`config.mk`:
```
export PLATFORM = sky130hd
export DESIGN_NAME = freq_div_multi
export DESIGN_NICKNAME = d
export VERILOG_FILES = /design/src/rtl/freq_div_multi.sv
export SDC_FILE = /design/constraint.sdc
export NUM_CORES = 1
export LEC_CHECK = 0
export BUFFER_PORTS_ARGS = -buffer_cell sky130_fd_sc_hd__buf_2
export CAP_MARGIN = 0
export CORE_UTILIZATION = 30
export CTS_BUF_LIST = sky130_fd_sc_hd__clkbuf_4
export DETAILED_ROUTE_END_ITERATION = 10
export HOLD_SLACK_MARGIN = 0.1
export PLACE_DENSITY_LB_ADDON = 0.08
export SETUP_SLACK_MARGIN = 0.1
export SKIP_CTS_REPAIR_TIMING = 1
export SLEW_MARGIN = 20
export SYNTH_ARGS = -nofsm -noshare
export SYNTH_HDL_FRONTEND = slang
export SYNTH_SLANG_ARGS = --single-unit
```
`constraint.sdc`:
```
create_clock -name clk -period 3.85 [get_ports clk]
set_input_delay 0.1925 -clock clk [delete_from_list [all_inputs] [get_ports clk]]
set_output_delay 0.1925 -clock clk [all_outputs]
set_load 0.1 [all_outputs]
```
`src/rtl/freq_div_multi.sv`:
```
// Multi-channel programmable 50%-duty clock divider with per-channel shadowed half-period.
// Optional FREQ_DIV_SYNC_EN adds a sync input that phase-aligns all channels.
module freq_div_multi #(
    parameter int CH       = 4,
    parameter int CNT_W    = 27,
    parameter int DEF_HALF = 5000000,
    localparam int CH_W    = (CH > 1) ? $clog2(CH) : 1
) (
    input  logic             clk,
    input  logic             rst_n,
    input  logic             en,
`ifdef FREQ_DIV_SYNC_EN
    input  logic             sync,
`endif
    input  logic             cfg_valid,
    output logic             cfg_ready,
    input  logic [CH_W-1:0]  cfg_ch,
    input  logic [CNT_W-1:0] cfg_half,
    output logic [CH-1:0]    signal,
    output logic [CH-1:0]    tick
);

    logic [CNT_W-1:0] cnt       [CH];
    logic [CNT_W-1:0] half      [CH];
    logic [CNT_W-1:0] pend_half [CH];
    logic [CH-1:0]    pend;
    logic [CH-1:0]    hit;
    logic [CH-1:0]    wrap;
    logic [CH-1:0]    wr;
    logic [31:0]      cfg_ch_ext;

    assign cfg_ch_ext = 32'(cfg_ch);

    // A half-period of 0 behaves as 1, so its wrap point is cnt==0.
    always_comb begin
        hit  = '0;
        wrap = '0;
        for (int i = 0; i < CH; i++) begin
            hit[i]  = (cfg_ch_ext == 32'(i));
            wrap[i] = (half[i] == '0) ? (cnt[i] == '0)
                                      : (cnt[i] == half[i] - 1'b1);
        end
    end

    // Out-of-range channels match no hit bit, so they are always ready and discarded.
    assign cfg_ready = ~|(pend & hit);
    assign wr        = hit & {CH{cfg_valid & cfg_ready}};

    always_ff @(posedge clk or negedge rst_n) begin
        if (!rst_n) begin
            for (int i = 0; i < CH; i++) begin
                cnt[i]       <= '0;
                half[i]      <= CNT_W'(DEF_HALF);
                pend_half[i] <= '0;
            end
            pend   <= '0;
            signal <= '0;
            tick   <= '0;
        end else begin
            for (int i = 0; i < CH; i++) begin
`ifdef FREQ_DIV_SYNC_EN
                if (sync) begin
                    cnt[i]    <= '0;
                    signal[i] <= 1'b0;
                    tick[i]   <= 1'b0;
                    if (pend[i]) begin
                        half[i] <= pend_half[i];
                        pend[i] <= 1'b0;
                    end
                end else
`endif
                if (en) begin
                    if (wrap[i]) begin
                        cnt[i]    <= '0;
                        signal[i] <= ~signal[i];
                        tick[i]   <= 1'b1;
                        if (pend[i]) begin
                            half[i] <= pend_half[i];
                            pend[i] <= 1'b0;
                        end
                    end else begin
                        cnt[i]  <= cnt[i] + 1'b1;
                        tick[i] <= 1'b0;
                    end
                end else begin
                    tick[i] <= 1'b0;
                end
                // A write is only accepted while pend is clear, so it never collides with an apply.
                if (wr[i]) begin
                    pend[i]      <= 1'b1;
                    pend_half[i] <= cfg_half;
                end
            end
        end
    end

endmodule

```
==> impl_metrics.csv, run 1 <==
group,metric,value,unit
status,outcome,"complete, no violations",
timing,worstMarginPinSlew,0.989,ns
timing,fin_crit_sh,0.932,
cts,root_buffer,"clkbuf_4",
logic_synthesis,synthArstFlopShare,1.00,
cts,h-tree-depth,3,
setup_path,arrival,4.29,ns
detailed_routing,drt-pass1-iter-count,5,
logic_synthesis,synth_nets,1803,
timing,slew-limit-headroom,0.338,
timing,clock_skew,0.0483,ns
job,cap_violations,0,
logic_synthesis,synth_top_family_by_area,"simple AND/OR/NAND/NOR gates",
global_routing,grt.total_usage,0.175,
cts,numCtsBuffers,101,
placed_design,dp_hpwl,37600,um
logic_synthesis,synth-simple-area-share,0.200,
timing,max_freq,0.279,GHz
logic_synthesis,syn_inst,1758,
logic_synthesis,synth_top_area_share,0.412,
logic_synthesis,syn_avg_cell_area,10.5,sq um
cts,cts.clk_slew.worst_paths,0.07,ns
detailed_routing,vias_per_cell,5.04,
die,coreArea,60600,sq um
setup_path,crit_required,4.55,ns
power_and_ir_drop,power_density,639,nW/um^2
die,start_util,0.305,
logic_synthesis,synth.area.mux_share,0.142,
logic_synthesis,netlist_area,18500,sq um
placed_design,gp_congestion,0.884,
detailed_routing,wl,54800,um
logic_synthesis,synth_edf_count,0,
logic_synthesis,synthDistinctLibCells,83,
detailed_routing,vias,14000,
die,io_pins,42,
timing,setup_tns,0,ns
setup_path,cp_max_fo,27,
die,rows,90,
cts,cts_tree,"built",
logic_synthesis,netlist_top_cells_area,"dfrtp_1 (41%), mux2_2 (9.5%), xnor2_1 (5.3%)",
power_and_ir_drop,p_total,13.9,mW
setup_path,endpoint_kind,"register",
logic_synthesis,synthAdderAreaFrac,0.00813,
global_routing,grt_first_pass_wirelength,84500,um
logic_synthesis,yosys_warnings,0,
timing,maxSlewViolCount,0,
cells_and_area,multi_input_area,9580,sq um
placed_design,port_buffers,41,
power_and_ir_drop,p_leak,9.97,nW
logic_synthesis,synth-seq-area-share,0.458,
logic_synthesis,ys_seq_elements,336,
cells_and_area,nNetsFinal,1958,
die,die_area,62500,sq um
timing,setup_violations,0,
detailed_routing,wire_per_inst,19.7,um
logic_synthesis,synthFlopType,"dfrtp_1",
die,die_h,250,um
timing,rsz0062_at_grt,"yes",
worst_hold_path,holdCritPathClass,"in -> reg",
cts,cts_buffer_depth,3,
global_routing,grt_overflow,0,
logic_synthesis,synth_compound_area_frac,0.0583,
setup_path,crit_type,"reg -> reg",
timing,fin_crit,3.59,ns
cts,clock_sinks,336,
logic_synthesis,synth_xor_area_frac,0.105,
cells_and_area,seqCellArea,8450,sq um
cells_and_area,syn_to_final_growth,17.5,%
setup_path,start_kind,"register",
detailed_routing,ant_nets,0,
cells_and_area,drive_gt1_frac,0.258,
power_and_ir_drop,ir_drop,0.000276,V
global_routing,grt_pass1_vias,14100,
cells_and_area,fill_cells,6151,
die,die_x,250,um
logic_synthesis,synth_area_leader_cell,"dfrtp_1",
detailed_routing,drt_iter0_drc,610,
global_routing,grt_max_degree,110,
cts,clk_latency,0.85,ns
global_routing,antenna_found_initial,4,
timing,hold_violations,0,
detailed_routing,post-route-drc-count,0,
through the flow:
stage	cell area, sq um	utilization	hold slack, ns	instances	setup WS [ns]
6_report	21700	0.358	0.255	2781	0.262
2_1_floorplan	18500	-	-0.103	1758	0.176
3_3_place_gp	19800	0.327	0.192	2551	0.0834
5_1_grt	21700	0.358	0.197	2781	0.0722
4_1_cts	21200	0.350	-0.760	2738	0.0749
3_5_place_dp	19800	0.327	0.185	2551	0.0946
cells in the final DEF (no fill, tap or decap), types with 39 or more instances in the layout:
master,n
nor4_1,62
nand3_1,55
dfrtp_1,304
inv_1,48
nor2_1,169
buf_4,49
mux2_2,155
nand4_1,47
mux2_1,39
nor3_1,54
clkbuf_4,158
nand2_1,96
buf_2,40
xnor2_1,111
xor2_1,108
worst max-delay path, cell delays in order, from the launching register on:
cell,delay [ns]
dfrtp_1,0.38
inv_1,0.06
ha_1,0.16
or3b_1,0.40
or2_1,0.25
or4_1,0.48
or4_1,0.53
a32o_1,0.33
o21ai_2,0.22
nand3_2,0.10
buf_6,0.21
mux2_1,0.33
area by class of cell:
class | count | share of cell area
inverters | 48 | 0.00830
diodes | 2 | 0.000231
repair buffers | 137 | 0.0531
well taps | 782 | 0.0451
clock inverters | 29 | 0.00784
flip-flops and latches | 336 | 0.389
clock buffers | 158 | 0.0547
multi-input cells | 1289 | 0.441
registers in the layout, summed over array words and instances, names as in the netlist:
| name | cells |
|---|---|
| pend_half | 108 |
| pend | 4 |
| signal | 4 |
| half | 108 |
| tick | 4 |
| cnt | 108 |
per-layer routing:
| metal | up-vias | GRT usage | wire length [um] |
|---|---|---|---|
| li1 | 6699 | - | - |
| met1 | 6924 | 0.243 | 26400 |
| met2 | 276 | 0.269 | 24800 |
| met3 | 110 | 0.0329 | 2040 |
| met4 | 0 | 0.0622 | 1560 |
| met5 | - | 0 | 0 |
path summary, 6_finish.rpt:
check / slack [ns] / to / cells past startpoint / from
setup / recovery: 0.26 / half[50] / 11 / half[27]
hold / removal: 0.26 / pend_half[5] / 3 / cfg_half[5]
setup reg to reg: 0.26 / half[50] / 11 / half[27]
hold reg to reg: 0.46 / signal[0] / 1 / signal[0]
max in group asynchronous: 2.62 / pend_half[93] / 4 / rst_n
min in group asynchronous: 0.52 / half[22] / 3 / rst_n
where the power goes:
| group | internal (mW) | leakage [nW] | switching, mW |
|---|---|---|---|
| clock network | 1.99 | 0.805 | 1.68 |
| registers | 4.36 | 4.30 | 0.848 |
| logic | 2.36 | 4.86 | 2.64 |
cell usage after synthesis (37+ instances only):
cell type,number
mux2_1,39
xor2_1,108
nor4_1,67
clkbuf_1,65
dfrtp_1,304
o21ai_0,37
nor3_1,55
nor2_1,169
inv_1,48
xnor2_1,111
nand3_1,55
nand4_1,47
nand2_1,96
mux2_2,155
cell families after synthesis:
group,count (synthesis)
buf+inv,134
xor+xnor,220
compound gates,154
fa+ha+maj,12
mux,226
flops,336
simple gates,676
(Power assumes the default switching activity.)
==> run 2: changes to the inputs <==
Settings changed: ABC_AREA set to 1.
==> run 2 against run 1 <==
  * Clock power down 3%
  * Utilization down 1.4 points
  * Worst hold slack worse by 0.12 ns
  * Die area up 9.9%
  * First-iteration DRC count up 96%
  * Global-route usage up 2.1 points
  * Clock-buffer cell count unchanged
  * Combinational power down 70%
  * Total power down 31%
  * Non-clock buffer count down 34
==> impl_metrics.csv, run 2 <==
group,metric,value,unit
setup_path,start_kind,"register",
setup_path,path_cells,"nor2_1 -> nand2_1 -> nor2_2 -> nand2_1 -> nand2_1 -> nand2_1 -> nand2_1 -> nand3_1 -> nor2_1 -> nand2_1 -> nor2_1 -> nand2_1 -> nand2_2 -> nand3_4 -> nand2_1 -> nand2_1",
cts,clock_sinks,336,
timing,fin_crit_sh,0.845,
setup_path,cp_max_fo,27,
detailed_routing,ant_nets,0,
die,die_area,68700,sq um
logic_synthesis,synth_xor_area_frac,0.0827,
detailed_routing,drt-pass1-iter-count,5,
setup_path,crit_buf_inv,0,
cells_and_area,syn_to_final_growth,13.5,%
timing,clock_skew,0.0588,ns
timing,hold_violations,0,
global_routing,antenna_found_initial,8,
worst_hold_path,holdCritPathClass,"in -> reg",
logic_synthesis,synthDistinctLibCells,48,
logic_synthesis,synthFlopType,"dfrtp_1",
placed_design,port_buffers,41,
logic_synthesis,synth_nets,2832,
global_routing,grt_max_degree,99,
logic_synthesis,netlist_top_cells_area,"dfrtp_1 (37%), nand2_1 (16%), nor2_1 (6.8%)",
setup_path,cp_top_family,"simple AND/OR/NAND/NOR gates",
cts,root_buffer,"clkbuf_4",
setup_path,critPathSlowestCell,"nor2_2",
placed_design,placed_area,21400,sq um
cells_and_area,layout_commonest_cell,"nand2_1",
status,outcome,"complete, no violations",
logic_synthesis,synth_top_family_by_area,"simple AND/OR/NAND/NOR gates",
timing,slew-limit-headroom,0.385,
detailed_routing,vias,18300,
global_routing,grt_first_pass_wirelength,104000,um
die,start_util,0.303,
die,die_h,262,um
logic_synthesis,synth_area_leader_cell,"dfrtp_1",
detailed_routing,post-route-drc-count,0,
timing,setup_tns,0,ns
timing,maxSlewViolCount,0,
logic_synthesis,syn_inst,2787,
logic_synthesis,synth_compound_area_frac,0.0444,
global_routing,grt_overflow,0,
die,die_x,262,um
logic_synthesis,synthArstFlopShare,1.00,
logic_synthesis,netlist_area,20300,sq um
timing,rsz0062_at_grt,"no",
placed_design,dp_hpwl,49000,um
job,cap_violations,0,
timing,finalWorstSetupSlack,0.597,ns
logic_synthesis,ys_seq_elements,336,
logic_synthesis,yosys_warnings,0,
cells_and_area,drive_gt1_frac,0.112,
detailed_routing,drt_iter0_drc,1198,
cts,h-tree-depth,3,
logic_synthesis,yosysMostFrequentCell,"nand2_1",
cts,cts_tree,"built",
logic_synthesis,synth-simple-area-share,0.369,
die,rows,95,
power_and_ir_drop,power_density,416,nW/um^2
cts,cts.clk_slew.worst_paths,0.06,ns
setup_path,cpPeakStageDelay,0.49,ns
timing,worstMarginPinSlew,0.921,ns
detailed_routing,wire_per_inst,17.2,um
logic_synthesis,synth_top_area_share,0.375,
logic_synthesis,syn_avg_cell_area,7.29,sq um
cells_and_area,postLayoutCellArea,23000,sq um
power_and_ir_drop,p_leak,12.1,nW
cells_and_area,layout_common_cells,"nand2_1 (841), nor2_1 (370), dfrtp_1 (304)",
logic_synthesis,synthAdderAreaFrac,0.00739,
cts,numCtsBuffers,99,
setup_path,endpoint_kind,"register",
timing,max_freq,0.307,GHz
detailed_routing,vias_per_cell,4.76,
placed_design,place_ws,0.623,ns
cts,cts_buffer_depth,3,
logic_synthesis,synth.area.mux_share,0.000493,
setup_path,crit_top_cell,"nand2_1",
logic_synthesis,synth_edf_count,0,
power_and_ir_drop,ir_drop,0.000216,V
cts,clk_latency,0.84,ns
setup_path,crit_required,4.57,ns
timing,holdWs,0.139,ns
timing,fin_crit,3.25,ns
cells_and_area,nNetsFinal,2931,
global_routing,grt.total_usage,0.195,
logic_synthesis,synth-seq-area-share,0.416,
die,coreArea,67000,sq um
die,io_pins,42,
global_routing,grt_pass1_vias,18200,
timing,setup_violations,0,
placed_design,gp_congestion,0.906,
detailed_routing,wl,66200,um
cells_and_area,top_regs,"cnt: 108 flops, half: 108 flops, pend_half: 108 flops",
setup_path,crit_type,"reg -> reg",
logic_synthesis,synthTopCellsByCount,"nand2_1 (841), nor2_1 (370), dfrtp_1 (304)",
cells_and_area,utilization,0.344,
setup_path,arrival,3.97,ns
run 2: final timing paths:
kind	start	to	slack (ns)	depth (start not counted)
setup reg to reg	half[59]	half[67]	0.60	16
hold / removal	cfg_ch[0]	pend[0]	0.14	5
max in group asynchronous	rst_n	half[33]	2.58	4
min in group asynchronous	rst_n	cnt[83]	0.44	3
setup / recovery	half[59]	half[67]	0.60	16
hold reg to reg	half[82]	half[82]	0.48	2
run 2: power by group:
group / internal, mW / switching (mW) / leakage [nW] / total, mW
logic: 0.579 / 0.900 / 7.12 / 1.48
registers: 4.05 / 0.518 / 4.22 / 4.57
clock network: 1.86 / 1.68 / 0.787 / 3.55
total: 6.49 / 3.10 / 12.1 / 9.60
run 2: kinds of logic (layout without fill, tap and decap cells):
| group | Yosys count | count (layout) |
|---|---|---|
| flip-flops | 336 | 336 |
| other | 0 | 5 |
| multiplexers | 1 | 1 |
| XOR/XNOR | 184 | 184 |
| buffers and inverters | 390 | 575 |
| AO/OA/AOI/OAI | 164 | 164 |
| AND/OR/NAND/NOR | 1700 | 1700 |
| adder cells (fa/ha/maj) | 12 | 12 |
run 2: area by class of cell:
cell class / count / area (sq um)
tap: 873 / 1090
sequential: 336 / 8450
fill: 7348 / 44000
clock buffer: 158 / 1190
antenna: 5 / 12.5
inverter: 285 / 1070
clock inverter: 29 / 131
multi-input combinational: 2061 / 10300
timing repair buffer: 103 / 833
run 2: worst min-delay path, stage by stage:
cell and delay, ns:
buf_2 0.11, nor2_1 0.06, nand3_2 0.07, buf_4 0.40
nand2_1 0.10
run 2: metal layers:
layer	up-vias	routed length, um	GRT usage
met4	0	1300	0.0599
met5	-	0	0
li1	9256	-	-
met1	8610	32400	0.280
met3	83	3400	0.0317
met2	384	29100	0.299
run 2: per-stage QoR:
| stage | cells | power (mW) |
|---|---|---|
| finish | 3850 | 9.60 |
| global route | 3846 | 10.3 |
| CTS | 3811 | 9.74 |
| detailed placement | 3624 | 6.09 |
| global placement | 3624 | 6.06 |
| floorplan | 2787 | 5.50 |
